===== src/rtl/dbg_stream_loader.sv =====
// Boot loader: holds the CPU in reset, turns a length-prefixed byte stream into
// little-endian words written through the debug memory port, then releases the CPU.
module dbg_stream_loader #(
    parameter int               DATA_W    = 32,
    parameter int               ADR_W     = 32,
    parameter logic [ADR_W-1:0] BASE_ADDR = ADR_W'(32'h20000),
    parameter logic [15:0]      MAX_WORDS = 16'hFFFF
) (
    input  logic                clk,
    input  logic                reset,
    input  logic                in_valid,
    input  logic [7:0]          in_data,
    output logic                in_ready,
    output logic                dbg_mem_op,
    output logic [ADR_W-1:0]    dbg_adr,
    output logic [DATA_W-1:0]   dbg_do,
    output logic [DATA_W/8-1:0] dbg_wren,
    input  logic                dbg_ack,
    input  logic                reload,
    output logic                cpu_n_reset,
    output logic                busy,
    output logic                err,
    output logic [15:0]         words_loaded
);

    localparam int               NB       = DATA_W / 8;
    localparam int               IDX_W    = (NB > 1) ? $clog2(NB) : 1;
    localparam logic [IDX_W-1:0] LAST_IDX = IDX_W'(NB - 1);
    localparam logic [ADR_W-1:0] ADR_STEP = ADR_W'(NB);

    typedef enum logic [2:0] {
        S_LEN0,
        S_LEN1,
        S_DATA,
        S_WRITE,
        S_DONE,
        S_ERR
    } state_t;

    state_t state, state_nxt;

    logic [7:0]        len_lo, len_lo_nxt;
    logic [15:0]       len, len_nxt;
    logic [IDX_W-1:0]  idx, idx_nxt;
    logic [ADR_W-1:0]  adr_nxt;
    logic [DATA_W-1:0] do_nxt;
    logic [NB-1:0]     wren_nxt;
    logic              op_nxt, cpu_nxt, err_nxt;
    logic [15:0]       words_nxt;

    logic        take;
    logic [15:0] len_full;
    logic [15:0] words_inc;

    assign take      = in_valid & in_ready;
    assign len_full  = {in_data, len_lo};
    assign words_inc = words_loaded + 16'd1;

    // NOTE: sequential state uses non-blocking assignments so every register
    // samples pre-edge values; blocking here would create order-dependent races.
    always_ff @(posedge clk) begin
        if (reset) state <= S_LEN0;
        else       state <= state_nxt;
    end

    always_comb begin
        state_nxt = state;
        unique case (state)
            S_LEN0:  if (take) state_nxt = S_LEN1;
            S_LEN1: begin
                if (take) begin
                    if (len_full == 16'd0)         state_nxt = S_DONE;
                    else if (len_full > MAX_WORDS) state_nxt = S_ERR;
                    else                           state_nxt = S_DATA;
                end
            end
            S_DATA:  if (take && idx == LAST_IDX) state_nxt = S_WRITE;
            S_WRITE: if (dbg_ack) state_nxt = (words_inc == len) ? S_DONE : S_DATA;
            S_DONE,
            S_ERR:   if (reload) state_nxt = S_LEN0;
            default: state_nxt = S_LEN0;
        endcase
    end

    // Output process: stream handshake decode plus next values of every
    // registered output, so each output flips on the same edge as the state.
    always_comb begin
        // NOTE: every variable gets a default before the case so no path can
        // leave it unassigned, which would otherwise infer a latch.
        in_ready   = (state == S_LEN0) || (state == S_LEN1) || (state == S_DATA);
        busy       = in_ready || (state == S_WRITE);
        len_lo_nxt = len_lo;
        len_nxt    = len;
        idx_nxt    = idx;
        adr_nxt    = dbg_adr;
        do_nxt     = dbg_do;
        op_nxt     = dbg_mem_op;
        cpu_nxt    = cpu_n_reset;
        err_nxt    = err;
        words_nxt  = words_loaded;
        unique case (state)
            S_LEN0: if (take) len_lo_nxt = in_data;
            S_LEN1: begin
                if (take) begin
                    len_nxt = len_full;
                    idx_nxt = '0;
                    adr_nxt = BASE_ADDR;
                    if (len_full == 16'd0)         cpu_nxt = 1'b1;
                    else if (len_full > MAX_WORDS) err_nxt = 1'b1;
                end
            end
            S_DATA: begin
                if (take) begin
                    for (int k = 0; k < NB; k++) begin
                        if (idx == IDX_W'(k)) do_nxt[8*k +: 8] = in_data;
                    end
                    if (idx == LAST_IDX) begin
                        idx_nxt = '0;
                        op_nxt  = 1'b1;
                    end else begin
                        idx_nxt = idx + 1'b1;
                    end
                end
            end
            S_WRITE: begin
                if (dbg_ack) begin
                    op_nxt    = 1'b0;
                    adr_nxt   = dbg_adr + ADR_STEP;
                    words_nxt = words_inc;
                    if (words_inc == len) cpu_nxt = 1'b1;
                end
            end
            S_DONE,
            S_ERR: begin
                if (reload) begin
                    cpu_nxt   = 1'b0;
                    err_nxt   = 1'b0;
                    words_nxt = 16'd0;
                    adr_nxt   = BASE_ADDR;
                end
            end
            default: ;
        endcase
        wren_nxt = {NB{op_nxt}};
    end

    always_ff @(posedge clk) begin
        if (reset) begin
            len_lo       <= 8'd0;
            len          <= 16'd0;
            idx          <= '0;
            dbg_adr      <= BASE_ADDR;
            dbg_do       <= '0;
            dbg_mem_op   <= 1'b0;
            dbg_wren     <= '0;
            cpu_n_reset  <= 1'b0;
            err          <= 1'b0;
            words_loaded <= 16'd0;
        end else begin
            len_lo       <= len_lo_nxt;
            len          <= len_nxt;
            idx          <= idx_nxt;
            dbg_adr      <= adr_nxt;
            dbg_do       <= do_nxt;
            dbg_mem_op   <= op_nxt;
            dbg_wren     <= wren_nxt;
            cpu_n_reset  <= cpu_nxt;
            err          <= err_nxt;
            words_loaded <= words_nxt;
        end
    end

endmodule


===== config.mk =====
export PLATFORM = sky130hd
export DESIGN_NAME = dbg_stream_loader
export DESIGN_NICKNAME = d
export VERILOG_FILES = /design/src/rtl/dbg_stream_loader.sv
export SDC_FILE = /design/constraint.sdc
export NUM_CORES = 1
export LEC_CHECK = 0
export CAP_MARGIN = 20
export CORE_MARGIN = 5
export CORE_UTILIZATION = 30
export CTS_CLUSTER_SIZE = 40
export DETAILED_ROUTE_END_ITERATION = 8
export DONT_BUFFER_PORTS = 1
export GPL_ROUTABILITY_DRIVEN = 0
export SLEW_MARGIN = 20
export SYNTH_ARGS = -nofsm -noshare
export SYNTH_HDL_FRONTEND = slang
export SYNTH_SLANG_ARGS = --single-unit

===== constraint.sdc =====
create_clock -name clk -period 6.4 [get_ports clk]
set_clock_uncertainty 0.05 [all_clocks]
set_input_delay 1.6 -clock clk [delete_from_list [all_inputs] [get_ports clk]]
set_output_delay 1.6 -clock clk [all_outputs]
set_load 0.05 [all_outputs]

==> reports/qor.txt <==
Total Neg Setup Slack: 0 ns
Post-Syn Instances: 664
Via count: 4469
Detailed placement HPWL: 9600 um
Setup crit start: dbg_ack
Initial antenna violation count: 0
Pre-CTS setup slack: 2.45 ns
Worst EP required: 6.63 ns
PD cells: 240 nW/um2
YS warnings: 0
Number of library cell types mapped by synthesis: 57
Power consumption: 1350 uW
Slew @ Worst Pin: 1.14 ns
Largest net degree at the start of global routing: 82
Slew Viols, Final: 0
RSZ-0062 raised after global routing: false
Sequential fraction of the synthesis area: 42.1%
Total internal power: 1030 uW
Reg2Reg Setup Slack: 3.31 ns
Worst Hold Class: reg2reg
Net Switching: 323 uW
First-pass GRT wire length: 22900 um
Root buffer cell: clkbuf_16
PortBufs: 0
Post-synth EDFFs: 0
Remaining antenna violation count: 0
Area grow syn2layout: 7.62%
Number of H-tree levels: 3
Total routed wirelength: 14300 um
Vias in the first global route: 4208
Post-cts hold buffer count: 0
Final core occ: 32.7%
Worst-skew pair later-pin latency: 0.36 ns
GRT Util Overall: 14.0%
Synth async-reset ratio: 0%
Min-Delay Startpoint: dbg_wren[0]
Commonest non-fill, non-tap cell in the layout: dfxtp_1
Die area: 20200 um2
DRC viols: 0
Clock sink count: 110
Diode count: 0
Clock power share: 43.2%
Placed Cells: 847
IO Count: 102
Drt first-iter violations: 311
Max VDD drop: 0.136 mV
Crit path DAT: 3.85 ns
Layout Cells excl Fill: 863
Most frequent cells in the layout: dfxtp_1, nand2_1, a21oi_1, nor2_1, nand3_1
Outcome: complete, no violations
Register-to-Register Path Depth: 6
Switching Share: 23.9%
Vias/cell: 5.18
Worst hold stages: 2
Comb pwr share: 4.1%
FF-to-FF End: dbg_adr[31]
Max-slew headroom: 24.5%
Effective utilization at floorplan: 30.4%
Clock transition at the registers of the reported paths: 0.07 ns
Core ar.: 17200 um2
Worst setup margin: 2.77 ns
Num CTS Buffers: 9
Clock buffer depth: 2
Final hold violation count: 0
Startpoint class of the critical path: input pin
Final Net Count: 652
Worst r2r src: state[1]
Setup bufs post-CTS: 0
F_max: 276 MHz
Share of layout cells above drive strength 1: 4.86%
DIE HEIGHT: 142 um
CTS tree: done
Num rows: 48
Seq cells post-synth: 110
Total gr overflow: 0
Syn Std Cell Area: 5240 um2
Crit path kind: in2reg
Synth Area per Inst: 7.88 um2
Sequential share of power: 52.7%
First-pass detailed-route iteration total: 4
Die W: 142 um
Worst Path Max Fanout: 16
PostCTS Resize Cnt: 0
CP endpoint kind: register
Tmin final: 3.63 ns
Ys flop type: dfxtp_1
Leak: 0.00180 uW
Period utilization: 56.7%
WL/cell: 16.6 um
Final setup violation count: 0
Hold path endpoint: dbg_wren[0]
# Max-Cap Violations: 0
[metrics by stage]
stage / area [um2] / hold slack [ns]
after detailed placement: 5330 / 0.397
after floorplan: 5240 / 0.395
after global routing: 5630 / 0.432
after global placement: 5330 / 0.394
after CTS: 5630 / 0.408
final: 5630 / 0.413
[how the worst max path moves through the flow]
stage / endpoint / cells after the start / slack, ns
2_1_floorplan: dbg_adr[31] / 6 / 3.41
3_3_place_gp: dbg_adr[31] / 6 / 2.50
3_5_place_dp: dbg_adr[31] / 6 / 2.45
4_1_cts: dbg_adr[31] / 6 / 2.83
5_1_grt: dbg_adr[31] / 6 / 2.51
6_report: dbg_adr[31] / 6 / 2.77
[logic make-up (layout without fill, tap and decap cells)]
group           Yosys count  after routing  share of synthesized area, %
flops                   110            110                          42.1
buf+inv                  61             34                          5.11
compound gates          139            139                          15.4
xor+xnor                 38             38                          6.36
simple gates            307            307                          29.2
fa+ha+maj                 6              6                          1.43
mux                       2              2                         0.382
other cells               1              2                        0.0716
[per-layer routing]
layer | up-vias | share of wire (%) | track usage, %
met5 | - | 0 | 0
met4 | 0 | 1.5 | 4.65
met3 | 14 | 5.9 | 4.54
met2 | 95 | 47 | 22.2
met1 | 2110 | 46 | 18.1
li1 | 2250 | - | -
[power by group through the flow]
stage	Clock, uW	Sequential (uW)	Combinational, uW
6_report	584	711	55.5
5_1_grt	634	713	62.9
4_1_cts	608	711	56.0
3_5_place_dp	0	727	55.9
3_3_place_gp	0	727	55.6
2_1_floorplan	0	723	54.9
[cell type report]
type,instances,area (um2)
flip-flops and latches,110,2200
repair buffers,3,22.5
fillers,1835,11600
multi-input cells,494,2770
inverters,15,56.3
well taps,225,282
clock inverters,5,58.8
clock buffers,11,243
[flip-flops by register name, summed over array words and instances, names as in the netlist]
name,count
dbg_wren,1
len,16
err,1
state,3
idx,2
cpu_n_reset,1
len_lo,8
words_loaded,16
dbg_do,32
dbg_adr,30
[Yosys cell counts, types with 2 or more instances]
| cell type | count | area share, % |
|---|---|---|
| or3_1 | 9 | 1.1 |
| buf_4 | 6 | 0.86 |
| xnor2_1 | 27 | 4.5 |
| and2_1 | 2 | 0.24 |
| nor4_1 | 16 | 1.9 |
| o211ai_1 | 2 | 0.29 |
| nor2_1 | 54 | 3.9 |
| nor3_1 | 12 | 1.1 |
| a22oi_1 | 3 | 0.43 |
| clkbuf_1 | 32 | 2.3 |
| a21o_1 | 3 | 0.43 |
| and4_1 | 5 | 0.84 |
| o2111ai_1 | 2 | 0.33 |
| xor2_1 | 11 | 1.8 |
| nand3_2 | 2 | 0.38 |
| nand2_1 | 107 | 7.7 |
| ha_1 | 6 | 1.4 |
| dfxtp_1 | 110 | 42 |
| and3_1 | 11 | 1.3 |
| or4_1 | 2 | 0.29 |
| o21ai_0 | 21 | 2.0 |
| mux2i_1 | 2 | 0.38 |
| nand2b_1 | 9 | 1.1 |
| inv_1 | 15 | 1.1 |
| nand3b_1 | 3 | 0.43 |
| a21oi_1 | 88 | 8.4 |
| nor2b_1 | 2 | 0.24 |
| o31ai_1 | 2 | 0.29 |
| nand3_1 | 46 | 4.4 |
| o31a_1 | 2 | 0.33 |
| nand4_1 | 16 | 1.9 |
| a31oi_1 | 3 | 0.36 |
| nor4_4 | 2 | 0.81 |
| buf_2 | 7 | 0.67 |
| nor3b_1 | 2 | 0.29 |
[critical path, cell delays in order]
cell and delay (ns):
mux2i_1 0.09, o21ai_2 0.54, nand4_1 0.66, nor2_1 0.35
or4b_1 0.45, a21oi_1 0.16
Note: power is estimated with default switching activity, not from simulation.
